[src/rtl/mult_repeated_add_param_pkg.sv]
// Shared types and helpers for the repeated-addition multiplier.
package mult_repeated_add_param_pkg;

  typedef enum logic [1:0] {
    IDLE = 2'd0,
    CALC = 2'd1,
    DONE = 2'd2
  } mult_state_t;

  // Magnitude of a width-bit value held in the low bits of val. In signed
  // mode the most negative value maps to 2^(width-1), which still fits.
  function automatic logic [63:0] abs_mag(input logic [63:0] val,
                                          input int width,
                                          input logic is_signed);
    logic [63:0] mask;
    logic        msb;
    mask = (64'd1 << width) - 64'd1;
    msb  = val[6'(width - 1)];
    if (is_signed && msb) abs_mag = (~val + 64'd1) & mask;
    else                  abs_mag = val & mask;
  endfunction

endpackage

[src/rtl/mult_repeated_add_param_if.sv]
// Operand/result bus of the repeated-addition multiplier.
interface mult_repeated_add_param_if
  import mult_repeated_add_param_pkg::*;
#(
  parameter int WIDTH = 4
);
  localparam int OUT_WIDTH = 2 * WIDTH;

  // Handshake: operands transfer on a rising edge with valid_in && ready_in;
  // the result transfers on a rising edge with valid_out && ready_out. While
  // valid_out is high and ready_out is low, mult_out and valid_out hold.
  logic [WIDTH-1:0]     in_a;
  logic [WIDTH-1:0]     in_b;
  logic                 signed_mode;
  logic                 valid_in;
  logic                 ready_in;
  logic                 ready_out;
  logic [OUT_WIDTH-1:0] mult_out;
  logic                 valid_out;
  mult_state_t          state_dbg;

  modport master (
    output in_a, in_b, signed_mode, valid_in, ready_out,
    input  ready_in, mult_out, valid_out, state_dbg
  );

  modport slave (
    input  in_a, in_b, signed_mode, valid_in, ready_out,
    output ready_in, mult_out, valid_out, state_dbg
  );
endinterface

[src/rtl/mult_repeated_add_param_operand_prep.sv]
// Converts operands to magnitudes, derives the result sign and picks the
// smaller magnitude as loop count so the add loop finishes early.
module mult_repeated_add_param_operand_prep
  import mult_repeated_add_param_pkg::*;
#(
  parameter int WIDTH          = 4,
  parameter bit SIGNED_SUPPORT = 1'b1
) (
  input  logic [WIDTH-1:0] a,
  input  logic [WIDTH-1:0] b,
  input  logic             signed_mode,
  output logic [WIDTH-1:0] addend,
  output logic [WIDTH-1:0] count,
  output logic             neg
);
  logic             is_signed;
  logic [WIDTH-1:0] mag_a;
  logic [WIDTH-1:0] mag_b;

  always_comb begin
    is_signed = signed_mode & SIGNED_SUPPORT;
    mag_a     = WIDTH'(abs_mag(64'(a), WIDTH, is_signed));
    mag_b     = WIDTH'(abs_mag(64'(b), WIDTH, is_signed));
    neg       = is_signed & (a[WIDTH-1] ^ b[WIDTH-1]);
    if (mag_a >= mag_b) begin
      addend = mag_a;
      count  = mag_b;
    end else begin
      addend = mag_b;
      count  = mag_a;
    end
  end
endmodule

[src/rtl/mult_repeated_add_param.sv]
// Low-area handshaked multiplier: product by repeated addition of the larger
// magnitude, sign applied once at the end. WIDTH must match the bus WIDTH.
module mult_repeated_add_param
  import mult_repeated_add_param_pkg::*;
#(
  parameter int WIDTH          = 4,
  parameter bit SIGNED_SUPPORT = 1'b1
) (
  input logic                       clk,
  input logic                       rst,
  mult_repeated_add_param_if.slave  bus
);
  localparam int OUT_WIDTH = 2 * WIDTH;

  localparam logic [1:0] ST_IDLE = 2'(IDLE);
  localparam logic [1:0] ST_CALC = 2'(CALC);
  localparam logic [1:0] ST_DONE = 2'(DONE);

  logic [1:0]           state;
  logic [OUT_WIDTH-1:0] acc;
  logic [OUT_WIDTH-1:0] addend_q;
  logic [WIDTH-1:0]     cnt;
  logic                 neg_q;
  logic [OUT_WIDTH-1:0] mult_q;
  logic                 valid_q;

  logic [WIDTH-1:0]     prep_addend;
  logic [WIDTH-1:0]     prep_count;
  logic                 prep_neg;

  mult_repeated_add_param_operand_prep #(
    .WIDTH          (WIDTH),
    .SIGNED_SUPPORT (SIGNED_SUPPORT)
  ) u_prep (
    .a           (bus.in_a),
    .b           (bus.in_b),
    .signed_mode (bus.signed_mode),
    .addend      (prep_addend),
    .count       (prep_count),
    .neg         (prep_neg)
  );

  always_ff @(posedge clk) begin
    if (rst) begin
      state    <= ST_IDLE;
      acc      <= '0;
      addend_q <= '0;
      cnt      <= '0;
      neg_q    <= 1'b0;
      mult_q   <= '0;
      valid_q  <= 1'b0;
    end else begin
      case (state)
        ST_IDLE: begin
          if (bus.valid_in) begin
            addend_q <= OUT_WIDTH'(prep_addend);
            cnt      <= prep_count;
            neg_q    <= prep_neg;
            acc      <= '0;
            state    <= ST_CALC;
          end
        end
        ST_CALC: begin
          // The accumulator is twice the operand width, so even the largest
          // magnitude product cannot wrap.
          if (cnt != '0) begin
            acc <= acc + addend_q;
            cnt <= cnt - 1'b1;
          end else begin
            mult_q  <= neg_q ? -acc : acc;
            valid_q <= 1'b1;
            state   <= ST_DONE;
          end
        end
        ST_DONE: begin
          if (bus.ready_out) begin
            valid_q <= 1'b0;
            state   <= ST_IDLE;
          end
        end
        default: state <= ST_IDLE;
      endcase
    end
  end

  assign bus.ready_in  = (state == ST_IDLE);
  assign bus.mult_out  = mult_q;
  assign bus.valid_out = valid_q;
  assign bus.state_dbg = mult_state_t'(state);
endmodule

[src/flat_wrapper.sv]
// flat-port wrapper written by rule: the top's interface ports become plain ports
module mult_repeated_add_param_flat import mult_repeated_add_param_pkg::*;
#(
  parameter int WIDTH          = 4,
  parameter bit SIGNED_SUPPORT = 1'b1
)
  (clk, rst, bus_in_a, bus_in_b, bus_signed_mode, bus_valid_in, bus_ready_out, bus_ready_in, bus_mult_out, bus_valid_out, bus_state_dbg);
  mult_repeated_add_param_if #(.WIDTH(WIDTH)) bus_i ();
  input logic clk;
  input logic rst;
  input wire logic [$bits(bus_i.in_a)-1:0] bus_in_a;
  input wire logic [$bits(bus_i.in_b)-1:0] bus_in_b;
  input wire logic [$bits(bus_i.signed_mode)-1:0] bus_signed_mode;
  input wire logic [$bits(bus_i.valid_in)-1:0] bus_valid_in;
  input wire logic [$bits(bus_i.ready_out)-1:0] bus_ready_out;
  output wire logic [$bits(bus_i.ready_in)-1:0] bus_ready_in;
  output wire logic [$bits(bus_i.mult_out)-1:0] bus_mult_out;
  output wire logic [$bits(bus_i.valid_out)-1:0] bus_valid_out;
  output wire logic [$bits(bus_i.state_dbg)-1:0] bus_state_dbg;
  assign bus_i.in_a = bus_in_a;
  assign bus_i.in_b = bus_in_b;
  assign bus_i.signed_mode = bus_signed_mode;
  assign bus_i.valid_in = bus_valid_in;
  assign bus_i.ready_out = bus_ready_out;
  assign bus_ready_in = bus_i.ready_in;
  assign bus_mult_out = bus_i.mult_out;
  assign bus_valid_out = bus_i.valid_out;
  assign bus_state_dbg = bus_i.state_dbg;
  mult_repeated_add_param #(.WIDTH(WIDTH), .SIGNED_SUPPORT(SIGNED_SUPPORT)) u_core (.clk(clk), .rst(rst), .bus(bus_i));
endmodule
[config.mk]
export PLATFORM = sky130hd
export DESIGN_NAME = mult_repeated_add_param_flat
export DESIGN_NICKNAME = d
export VERILOG_FILES = /design/src/rtl/mult_repeated_add_param_pkg.sv /design/src/rtl/mult_repeated_add_param_if.sv /design/src/rtl/mult_repeated_add_param_operand_prep.sv /design/src/rtl/mult_repeated_add_param.sv /design/src/flat_wrapper.sv
export SDC_FILE = /design/constraint.sdc
export NUM_CORES = 1
export LEC_CHECK = 0
export ABC_AREA = 1
export ABC_CLOCK_PERIOD_IN_PS = 1950
export BUFFER_PORTS_ARGS = -buffer_cell sky130_fd_sc_hd__buf_2
export CAP_MARGIN = 20
export CORE_MARGIN = 4
export CORE_UTILIZATION = 52
export DETAILED_ROUTE_END_ITERATION = 6
export PLACE_DENSITY = 0.76
export RECOVER_POWER = 25
export SYNTH_ARGS = -nofsm -noshare
export SYNTH_HDL_FRONTEND = slang
export SYNTH_HIERARCHICAL = 1
export SYNTH_SLANG_ARGS = --single-unit
[constraint.sdc]
create_clock -name clk -period 1.95 [get_ports clk]
set_input_delay 0.39 -clock clk [delete_from_list [all_inputs] [get_ports clk]]
set_output_delay 0.39 -clock clk [all_outputs]
set_load 0.01 [all_outputs]
# After elaboration in Yosys (flattened, before gate mapping)
# Index checks and enable logic that the tools add are counted.
[op_classes]
add_sub_neg = 5
mux = 18
n_reduce_logical = 11
bitwise_logic = 5
eq_ne = 6
n_lt_le_gt_ge = 1
[ops]
columns = ["op", "count"]
rows = [
  ["$mux W4", 6],
  ["$mux W8", 3],
  ["$pmux W8 S2", 1],
  ["$reduce_and A3 Y1", 3],
  ["$add A4 B1 Y4 const B", 2],
  ["$add A8 B4 Y8", 1],
  ["$neg A8 Y8", 1],
  ["$not A4 Y4", 2],
  ["$pmux W4 S2", 1],
  ["$mux W2", 3],
  ["$ne A2 B2 Y1 const B", 3],
  ["$pmux W2 S3", 1],
  ["$ge A4 B4 Y1", 1],
  ["$reduce_and A2 Y1", 2],
  ["$reduce_bool A2 Y1", 2],
  ["$reduce_bool A4 Y1", 1],
  ["$sub A4 B1 Y4 const B", 1],
  ["$eq A2 B1 Y1 const B", 1],
  ["$eq A2 B2 Y1 const B", 1],
  ["$logic_and A1 B1 Y1", 2],
  ["$logic_not A2 Y1", 1],
  ["$mux W1", 2],
  ["$ne A2 B1 Y1 const B", 1],
  ["$pmux W1 S2", 1],
  ["3 further kinds", 3],
]
[word_totals]
register_bits = 28
out_inout_bits = 12
in_bits = 13
elab_cells = 53

# Longest topological paths before layout
# Gate-level depths: netlist of the first run.
[depth]
word_depth = 7
depth_mapped = 19
ltp_nobuf = 19

# Modules after synthesis
# The synthesis of the first run kept the hierarchy.
[modules_own_cells]
columns = ["mod", "seq_area_each_um2", "cells_per_inst", "area_per_inst_um2", "n_inst"]
rows = [
  ["mult_repeated_add_param", 560.5, 208, 1556.5, 1],
  ["mult_repeated_add_param_operand_prep", 0.0, 84, 422.9, 1],
]

# Worst setup path before layout of the first run
# No wires, ideal clock.
[synth_path]
path_kind = "input port to flip-flop"
startpoint = "in bus_in_a[0]"
endpoint = "reg u_core.cnt[1]"
arrival_ns = 1.875
required_time_ns = 1.832
path_stages = 15
setup_slack_ns = -0.043
setup_ns = 0.118
path_buffers = 0
path_cell_list = "inv_1 > ha_1 > nor2_1 > a21oi_2 > ha_1 > nand2_1 > nand2_1 > nand2_1 > nand3_4 > nand2_1 > nand2_1 > nand2_1 > o21ai_0 > o21ai_1 > a21oi_1"
[synth_via]
elab_chain_len = 7
[synth_lines]
columns = ["element", "line_no", "source"]
rows = [
  ["start: declaration", "flat_wrapper.sv:11", "input wire logic [$bits(bus_i.in_a)-1:0] bus_in_a;"],
  ["$not A4 Y4", "mult_repeated_add_param_pkg.sv:19", "if (is_signed && msb) abs_mag = (~val + 64'd1) & mask;"],
  ["$add A4 B1 Y4", "mult_repeated_add_param_pkg.sv:19", ""],
  ["$mux W4 (*)", "mult_repeated_add_param_pkg.sv:19", ""],
  ["$ge A4 B4 Y1", "mult_repeated_add_param_operand_prep.sv:25", "if (mag_a >= mag_b) begin"],
  ["$mux W4 (*)", "mult_repeated_add_param_operand_prep.sv:25", ""],
  ["net u_core.prep_count[1]", "mult_repeated_add_param.sv:28", "logic [WIDTH-1:0] prep_count;"],
  ["$mux W4 (*)", "mult_repeated_add_param.sv:55", "if (bus.valid_in) begin"],
  ["$pmux W4 S2 (*)", "mult_repeated_add_param.sv:53", "case (state)"],
  ["end signal: assignment", "mult_repeated_add_param.sv:57", "cnt <= prep_count;"],
  ["end signal: assignment", "mult_repeated_add_param.sv:68", "cnt <= cnt - 1'b1;"],
  ["end: declaration", "mult_repeated_add_param.sv:22", "logic [WIDTH-1:0] cnt;"],
]
# The timed path passes the listed nets; every way through them passes the cells marked *. The select of a mux whose other input is x is not followed.
# A chain may end at the register's enable or synchronous reset.

# Final worst setup path of the first run
[layout_path]
startpoint = "in bus_in_b[0]"
endpoint = "reg u_core.addend_q[1]"
[layout_via]
elab_chain_len = 5
[layout_lines]
columns = ["element", "line_no", "source"]
rows = [
  ["start: declaration", "flat_wrapper.sv:12", "input wire logic [$bits(bus_i.in_b)-1:0] bus_in_b;"],
  ["$not A4 Y4", "mult_repeated_add_param_pkg.sv:19", ""],
  ["$add A4 B1 Y4", "mult_repeated_add_param_pkg.sv:19", ""],
  ["$mux W4 (*)", "mult_repeated_add_param_pkg.sv:19", ""],
  ["$ge A4 B4 Y1", "mult_repeated_add_param_operand_prep.sv:25", ""],
  ["$mux W4 (*)", "mult_repeated_add_param_operand_prep.sv:25", ""],
  ["net u_core.prep_addend[1]", "mult_repeated_add_param.sv:27", "logic [WIDTH-1:0] prep_addend;"],
  ["end signal: assignment", "mult_repeated_add_param.sv:56", "addend_q <= OUT_WIDTH'(prep_addend);"],
  ["end: declaration", "mult_repeated_add_param.sv:21", "logic [OUT_WIDTH-1:0] addend_q;"],
]
# The timed path passes the listed nets; every way through them passes the cells marked *.

==> results.toml, run 1 <==
[layout]
stdcell_area_um2 = 2480
multiInputGateArea_um2 = 1330
stdcell_count = 385
register_area_um2 = 561
drive_above_1_share_pct = 27.9
layout_common_cells = "nand2_1, inv_1, nor2_1, dfxtp_1, buf_4"
final_util_pct = 67.7
syn2layout_area_growth_pct = 25.3
final_nets = 365
mostFrequentLayoutCell = "nand2_1"
n_fill_cell = 319
n_antenna_cell = 0

[synth]
netlist_instances = 292
yosys.area.top_type_share_pct = 28.3
synth_fp_nets = 318
synth_area_leaders = "dfxtp_1, nand2_1, ha_1"
ys_types = 31
seq_area_frac_synth_pct = 28.3
syn_area_um2 = 1980
syn_area_per_cell_um2 = 6.78
yosysWarnings = 6
ys_seq_elements = 28
synth_top_cell_by_area = "dfxtp_1"

[clocking]
cts_root_buffer = "clkbuf_8"
cts_hold_buffers = 0
h-tree-depth = 1
cts_sinks = 28
clk_pin_slew_worst_paths_ns = 0.09
cts_tree = "yes"
numCtsBuffers = 3
cts_max_path_buffers = 2
clk_latency_ns = 0.27

[drt]
ant_nets = 0
via_count = 1954
drc = 0
via_per_inst = 5.08
drt_first_iter_violations = 138
wl_per_cell_um = 12.3
drt_wl_total_mm = 4.74
dr.pass1.iters = 4

[die]
die_h_um = 69.7
dieArea_um2 = 4860
num_rows = 22
core_um2 = 3660
start_util_pct = 54.1
num_io_pins = 25
fp.dieW_um = 69.7

[power]
internal_power_w = 0.00111
clock_power_share_pct = 17.2
p_leak_nw = 1.18
p_seq_share_pct = 38.3
combPwrFrac_pct = 44.5
p_sw_w = 0.000714
power_density_nw_per_um2 = 736
p_sw_share_pct = 39.1
ir_drop_v = 0.000387

[sta]
hold_viol_final = 0
max_freq_mhz = 531
setup_ws_ns = 0.0674
tightest_slew_ns = 0.467
clock_skew_ns = 0.00358
setup_violations = 0
fin_crit_sh_pct = 96.5
slew_viol_final = 0
fin_crit_ns = 1.88
holdWs_ns = 0.381
slew_headroom_pct = 68.8

[grt]
grt_first_pass_wirelength_mm = 7.37
grt_overflow_total = 0
antenna_found_initial = 0
grt_start_max_net_pins = 18
track_usage_pct = 18.2
grt_pass1_vias = 1676

[setup_path]
critical_path_arrival_ns = 2.06
cp-end-kind = "flop"
crit_top_cell = "nand2_1"
crit_path_max_fanout = 7
regToRegStartpoint = "u_core/acc[0]$_SDFFE_PP0P_"
cp_slowest_cell = "ha_4"
crit_family = "buffers and inverters"
slowest_delay_ns = 0.26
startpoint_type = "input port"
regToRegEndpoint = "u_core/acc[6]$_SDFFE_PP0P_"
cp_cell_sequence = "buf_2, inv_2, ha_4, inv_1, nand2_1, nand2_1, nand2_1, nand2_2, inv_2, ha_4, nand2_4, inv_4, buf_4, nand2_4, buf_4, nand3_1, nand2_1, o21ai_0, nor2_1"
path_class = "input port to flop"
crit_buf_inv = 7
reg2reg_slack_ns = 0.35
reg2regPathDepth = 9
cp.required_ns = 2.12

[placement]
dp.cells = 377
hpwlAfterDp_mm = 3.38
post_dp_cell_area_um2 = 2280
place.gp.congestion = 0.801
io_buffer_count = 24
dp_worst_setup_slack_ns = -0.268

[run_status]
status = "completed"

[worst_hold_path]
hold_class = "input port to flop"
hold_depth = 4
min_to = "u_core/bus.state_dbg[1]$_SDFFE_PP0P_"
min_from = "bus_ready_out"

[job]
drv_cap = 0
-- worst register-to-register path: stages, from the launching register on --
cell and delay (ns):
dfxtp_1 0.33, ha_1 0.25, fa_1 0.43, nand3_1 0.10
nand2_1 0.14, nand3_4 0.12, nand2_2 0.05, nand2_1 0.06
nand2_1 0.04, inv_1 0.04
-- state kept, by name (all words and copies together) (netlist names) --
signal / cells
u_core/acc: 8
u_core/bus.mult_out: 8
u_core/addend_q: 4
u_core/cnt: 4
u_core/bus.state_dbg: 2
u_core/bus.valid_out: 1
u_core/neg_q: 1
-- per-layer routing --
metal  part of all wire [%]  wire length (µm)  track usage (%)  up-vias
met2                     48              2290             29.2       35
met4                    1.4                64             3.83        0
li1                       -                 -                -     1022
met5                      0                 0                0        -
met1                     47              2220             25.6      891
met3                    3.3               156             3.48        6
-- worst max path at each step --
stage,from,endpoint,slack (ns),depth (start not counted)
floorplan,bus_in_a[1],u_core/cnt[1]$_SDFFE_PP0P_,-0.006,15
global placement,bus_in_b[0],u_core/cnt[2]$_SDFFE_PP0P_,-0.22,20
detailed placement,bus_in_b[0],u_core/cnt[1]$_SDFFE_PP0P_,-0.27,20
CTS,bus_in_b[0],u_core/cnt[1]$_SDFFE_PP0P_,0.02,20
global route,bus_in_b[0],u_core/cnt[1]$_SDFFE_PP0P_,-0.05,20
finish,bus_in_b[0],u_core/addend_q[1]$_SDFFE_PP0P_,0.07,19
-- power by group through the flow --
stage,Sequential (W),Combinational [W],Clock [W]
6_report,0.000699,0.000813,0.000314
5_1_grt,0.000711,0.000900,0.000346
3_5_place_dp,0.000712,0.000716,0
4_1_cts,0.000698,0.000718,0.000329
2_1_floorplan,0.000715,0.000524,0
3_3_place_gp,0.000710,0.000699,0
-- stage by stage --
step           power, W   TNS, ns
2_1_floorplan   0.00124  -0.00621
3_3_place_gp    0.00141     -1.32
3_5_place_dp    0.00143     -1.54
4_1_cts         0.00174         0
5_1_grt         0.00196    -0.124
6_report        0.00183         0
-- layout make-up --
| type | count | area share (%) |
|---|---|---|
| clock buffers | 3 | 1.66 |
| inverters | 44 | 7.16 |
| multi-input cells | 214 | 53.7 |
| flip-flops and latches | 28 | 22.6 |
| well taps | 48 | 2.42 |
| repair buffers | 48 | 12.4 |
-- kinds of logic (layout without fill, tap and decap cells) --
kind of cell / count (synthesis) / count (layout) / synth area share (%)
buf+inv: 50 / 95 / 10.6
simple gates: 148 / 148 / 35.7
compound gates: 47 / 47 / 14.2
fa+ha+maj: 13 / 13 / 8.60
xor+xnor: 6 / 6 / 2.65
flops: 28 / 28 / 28.3
-- cells in the mapped netlist (all sizes together) --
master  number
fa           1
nand3       25
a211oi       1
o21ai       18
xor2         4
nand4        4
nor2        33
a22oi        1
nand2       85
nand3b       1
a31oi        1
inv         44
xnor2        2
clkbuf       1
dfxtp       28
a21oi       26
ha          12
buf          5
-- what timing repair did --
action                                  CTS  global route
hold endpoints to repair                  0             0
setup buffers                             0             5
endpoints found under the setup margin    0             8
resized for setup                         0            32
Note: power is estimated with default switching activity, not from simulation.
==> run 2, diff against run 1 <==
CAP_MARGIN = 0   (was 20)
CELL_PAD_IN_SITES_DETAIL_PLACEMENT = 1   (was default)
CELL_PAD_IN_SITES_GLOBAL_PLACEMENT = 1   (was default)
CORE_UTILIZATION = 37   (was 52)
PLACE_DENSITY = default   (was 0.76)
PLACE_DENSITY_LB_ADDON = 0.1   (was default)
==> results.toml, run 2 (synthesized netlist as in run 1, its figures left out) <==
[drt]
drt_first_iter_violations = 55
drt_wl_total_mm = 5.54
via_per_inst = 4.90
drc = 0
ant_nets = 0
dr.pass1.iters = 4
wl_per_cell_um = 13.6
via_count = 2000

[sta]
hold_viol_final = 0
setup_ws_ns = 0.00814
setup_violations = 0
fin_crit_sh_pct = 99.6
slew_viol_final = 0
max_freq_mhz = 515
fin_crit_ns = 1.94
tightest_slew_ns = 0.672
clock_skew_ns = 0.00587
slew_headroom_pct = 55.2

[setup_path]
cp-end-kind = "flop"
startpoint_type = "input port"
crit_top_cell = "nand2_2"
reg2reg_slack_ns = 0.37
path_class = "input port to flop"
cp.required_ns = 2.12
regToRegStartpoint = "u_core/acc[0]$_SDFFE_PP0P_"
regToRegEndpoint = "u_core/acc[6]$_SDFFE_PP0P_"
reg2regPathDepth = 8
crit_buf_inv = 3
crit_path_max_fanout = 8
critical_path_arrival_ns = 2.11
crit_family = "adder cells"
slowest_delay_ns = 0.26
crit_start = "bus_in_a[1]"
cp_slowest_cell = "ha_4"
cp_cell_sequence = "buf_6, inv_2, ha_4, nor2_1, a21oi_2, ha_4, nand2_2, nand2_2, nand2_2, nand3_4, buf_6, nand2_2, nand2_2, a21oi_2, a21oi_1"

[clocking]
clk_latency_ns = 0.27
cts_root_buffer = "clkbuf_8"
cts_tree = "yes"
numCtsBuffers = 3
clk_pin_slew_worst_paths_ns = 0.09
cts_sinks = 28
cts_max_path_buffers = 2
h-tree-depth = 1
cts_hold_buffers = 0

[grt]
grt_overflow_total = 0
track_usage_pct = 16.8
grt_start_max_net_pins = 18
grt_pass1_vias = 1869
antenna_found_initial = 0
grt_first_pass_wirelength_mm = 8.88

[worst_hold_path]
min_to = "u_core/bus.state_dbg[1]$_SDFFE_PP0P_"
hold_depth = 4
min_from = "bus_ready_out"
hold_class = "input port to flop"

[placement]
dp.cells = 399
io_buffer_count = 24
place.gp.congestion = 0.783
hpwlAfterDp_mm = 4.23
dp_worst_setup_slack_ns = -0.332

[run_status]
status = "completed"

[layout]
mostFrequentLayoutCell = "nand2_1"
stdcell_count = 408
final_nets = 366
multiInputGateArea_um2 = 1340
register_area_um2 = 561
drive_above_1_share_pct = 29.3
n_fill_cell = 705
layout_common_cells = "nand2_1, inv_1, nor2_1, dfxtp_1, buf_4"
n_antenna_cell = 0
syn2layout_area_growth_pct = 28.1

[power]
combPwrFrac_pct = 44.8
p_sw_share_pct = 39.7
power_density_nw_per_um2 = 724
internal_power_w = 0.00111
p_sw_w = 0.000730
p_seq_share_pct = 38.2
ir_drop_v = 0.000382
clock_power_share_pct = 17.0
p_leak_nw = 1.18

[die]
die_h_um = 81.1
core_um2 = 5140
fp.dieW_um = 81.1
dieArea_um2 = 6580
num_rows = 26
start_util_pct = 38.5
num_io_pins = 25

[job]
drv_cap = 0
-- run 2: per-stage QoR --
| stage | TNS, ns | cell area [µm²] | util [%] | power, W | hold slack [ns] |
|---|---|---|---|---|---|
| 3_3_place_gp | -1.61 | 2310 | 45.0 | 0.00143 | 0.453 |
| 2_1_floorplan | -0.00621 | 2000 | - | 0.00124 | 0.453 |
| 3_5_place_dp | -2.08 | 2310 | 45.0 | 0.00145 | 0.462 |
| 6_report | 0 | 2540 | 49.3 | 0.00184 | 0.387 |
| 4_1_cts | 0 | 2360 | 45.9 | 0.00178 | 0.383 |
| 5_1_grt | -0.452 | 2540 | 49.3 | 0.00198 | 0.411 |
-- run 2: worst max path at each step --
stage,endpoint,slack (ns),cells past startpoint
4_1_cts,u_core/cnt[2]$_SDFFE_PP0P_,0.002,20
3_3_place_gp,u_core/cnt[1]$_SDFFE_PP0P_,-0.26,20
6_report,u_core/cnt[3]$_SDFFE_PP0P_,0.008,15
5_1_grt,u_core/cnt[2]$_SDFFE_PP0P_,-0.11,16
2_1_floorplan,u_core/cnt[1]$_SDFFE_PP0P_,-0.006,15
3_5_place_dp,u_core/cnt[2]$_SDFFE_PP0P_,-0.33,20
-- run 2: metal layers --
layer	wire length, µm	share of wire [%]	track usage (%)	up-vias
li1	-	-	-	1032
met1	2710	49	25.3	939
met2	2670	48	26.4	25
met3	127	2.3	2.33	4
met4	36	0.65	1.52	0
met5	0	0	0	-
-- run 2: cell type report --
class | instances | area share, %
sequential | 28 | 22.1
clock buffer | 3 | 1.63
tap | 70 | 3.45
multi-input combinational | 214 | 52.6
timing repair buffer | 49 | 13.0
inverter | 44 | 7.20
-- run 2: worst min-delay path: stages --
cell and delay (ns):
buf_2 0.09, inv_1 0.03, nand2_1 0.05, a21oi_1 0.05
-- run 2: what timing repair did --
action / 4_1_cts / 5_1_grt
setup endpoints to repair: 2 / 8
setup buffers: 0 / 6
pin swaps: 2 / 16
resized for setup: 5 / 34
-- run 2: power by group through the flow --
stage	registers [W]	logic, W	clock network, W
final	0.000701	0.000823	0.000313
after global routing	0.000713	0.000923	0.000349
after CTS	0.000701	0.000746	0.000332
after detailed placement	0.000714	0.000738	0
after global placement	0.000712	0.000720	0
after floorplan	0.000715	0.000524	0
==> run 3, diff against run 2 <==
SETUP_SLACK_MARGIN = 0.05   (was default)
==> results.toml, run 3 (synthesized netlist as in run 1, its figures left out) <==
[setup_path]
slowest_delay_ns = 0.25
crit_family = "simple AND/OR/NAND/NOR gates"
crit_start = "bus_in_a[1]"
crit_buf_inv = 5
cp.required_ns = 2.18
regToRegStartpoint = "u_core/acc[0]$_SDFFE_PP0P_"
regToRegEndpoint = "u_core/acc[6]$_SDFFE_PP0P_"
cp.depth = 19
crit_path_max_fanout = 8
reg2reg_slack_ns = 0.36
cp_slowest_cell = "ha_4"
crit_top_cell = "nand2_1"
reg2regPathDepth = 9
cp_cell_sequence = "buf_2, inv_2, ha_4, inv_1, nand3_1, nand2_1, nand2_1, inv_2, ha_4, nand2_2, inv_2, nand3_2, nand3_4, nand2_1, nand2_1, nand2_1, nand3_1, nand2_1, a21oi_1"
critical_path_arrival_ns = 2.04
path_class = "input port to flop"
cp-end-kind = "flop"
endpoint = "u_core/cnt[2]$_SDFFE_PP0P_"
startpoint_type = "input port"

[sta]
rsz0062_at_grt = "true"
setup_violations = 0
fin_crit_ns = 1.81
fin_crit_sh_pct = 93.0
clock_skew_ns = 0.00568
tightest_slew_ns = 0.489
slew_viol_final = 0
holdWs_ns = 0.385
tns_ns = 0
hold_viol_final = 0
max_freq_mhz = 552
slew_headroom_pct = 67.3

[die]
start_util_pct = 38.5
die_h_um = 81.1
num_rows = 26
fp.dieW_um = 81.1
core_um2 = 5140
num_io_pins = 25
dieArea_um2 = 6580

[clocking]
clk_latency_ns = 0.28
cts_sinks = 28
cts_root_buffer = "clkbuf_8"
clk_pin_slew_worst_paths_ns = 0.11
cts_max_path_buffers = 2
cts_tree = "yes"
h-tree-depth = 1
cts_hold_buffers = 0
numCtsBuffers = 3

[layout]
n_antenna_cell = 0
final_nets = 360
mostFrequentLayoutCell = "nand2_1"
n_fill_cell = 694
layout_common_cells = "nand2_1, inv_1, nor2_1"
final_util_pct = 48.4
drive_above_1_share_pct = 26.7
syn2layout_area_growth_pct = 25.6
stdcell_count = 403

[power]
p_sw_w = 0.000720
p_leak_nw = 1.17
combPwrFrac_pct = 39.1
clock_power_share_pct = 24.5
power_w = 0.00194
ir_drop_v = 0.000357
internal_power_w = 0.00122
p_seq_share_pct = 36.4
power_density_nw_per_um2 = 778
p_sw_share_pct = 37.2

[drt]
dr.pass1.iters = 4
via_per_inst = 4.74
wl_per_cell_um = 12.4
ant_nets = 0
drc = 0
drt_wl_total_mm = 4.98
via_count = 1911
drt_first_iter_violations = 59

[grt]
top_usage_layer = "met1"
use_met1_pct = 25.5
grt_pass1_vias = 1855
grtUsageMet2_pct = 24.7
grt_start_max_net_pins = 18
track_usage_pct = 16.5
grt_first_pass_wirelength_mm = 8.67
antenna_found_initial = 0
grt_overflow_total = 0
use_met3_pct = 2.66

[placement]
io_buffer_count = 24
place.gp.congestion = 0.792
dp.cells = 396
hpwlAfterDp_mm = 4.08

[job]
drv_cap = 0

[run_status]
status = "completed"

[worst_hold_path]
hold_class = "input port to flop"
run 3: repair_timing:
| item | CTS | global route |
|---|---|---|
| setup buffers | 0 | 3 |
| pin swaps | 2 | 14 |
| resized for setup | 2 | 17 |
| endpoints found under the setup margin | 2 | 8 |
| gates cloned | 0 | 0 |
run 3: worst min path at each step:
stage / slack [ns] / end / depth (start not counted) / start
finish: 0.39 / u_core/bus.valid_out$_SDFFE_PP0P_ / 4 / bus_ready_out
global route: 0.41 / u_core/bus.valid_out$_SDFFE_PP0P_ / 4 / bus_ready_out
CTS: 0.38 / u_core/bus.state_dbg[1]$_SDFFE_PP0P_ / 4 / bus_ready_out
detailed placement: 0.47 / u_core/bus.valid_out$_SDFFE_PP0P_ / 2 / u_core/bus.valid_out$_SDFFE_PP0P_
global placement: 0.46 / u_core/bus.valid_out$_SDFFE_PP0P_ / 2 / u_core/bus.valid_out$_SDFFE_PP0P_
floorplan: 0.45 / u_core/cnt[1]$_SDFFE_PP0P_ / 2 / u_core/cnt[1]$_SDFFE_PP0P_
run 3: metal layers:
metal | routed length [µm] | vias to the layer above
li1 | - | 1016
met4 | 0 | 0
met1 | 2680 | 881
met5 | 0 | -
met3 | 124 | 0
met2 | 2180 | 14
run 3: layout make-up:
type / count / area (µm²) / share of cell area [%]
multi-input combinational: 214 / 1300 / 52.2
tap: 70 / 87.6 / 3.52
inverter: 44 / 183 / 7.35
timing repair buffer: 43 / 285 / 11.5
clock inverter: 1 / 30.0 / 1.21
clock buffer: 3 / 41.3 / 1.66
sequential: 28 / 561 / 22.5
run 3: stage by stage:
stage	worst slack [ns]	cell area, µm²
2_1_floorplan	0.0554	2040
3_3_place_gp	-0.253	2340
3_5_place_dp	-0.286	2340
4_1_cts	0.0621	2420
5_1_grt	-0.0394	2490
6_report	0.137	2490
run 3: worst min-delay path, stage by stage:
cell and delay (ns):
buf_2 0.09, nand2_1 0.05, nand2_1 0.05, a21oi_1 0.05
run 3: power groups by stage:
stage / Clock, W / Combinational, W / Sequential (W)
after floorplan: 0 / 0.000537 / 0.000715
after global placement: 0 / 0.000734 / 0.000714
after detailed placement: 0 / 0.000747 / 0.000717
after CTS: 0.000491 / 0.000750 / 0.000704
after global routing: 0.000518 / 0.000868 / 0.000715
final: 0.000474 / 0.000757 / 0.000704
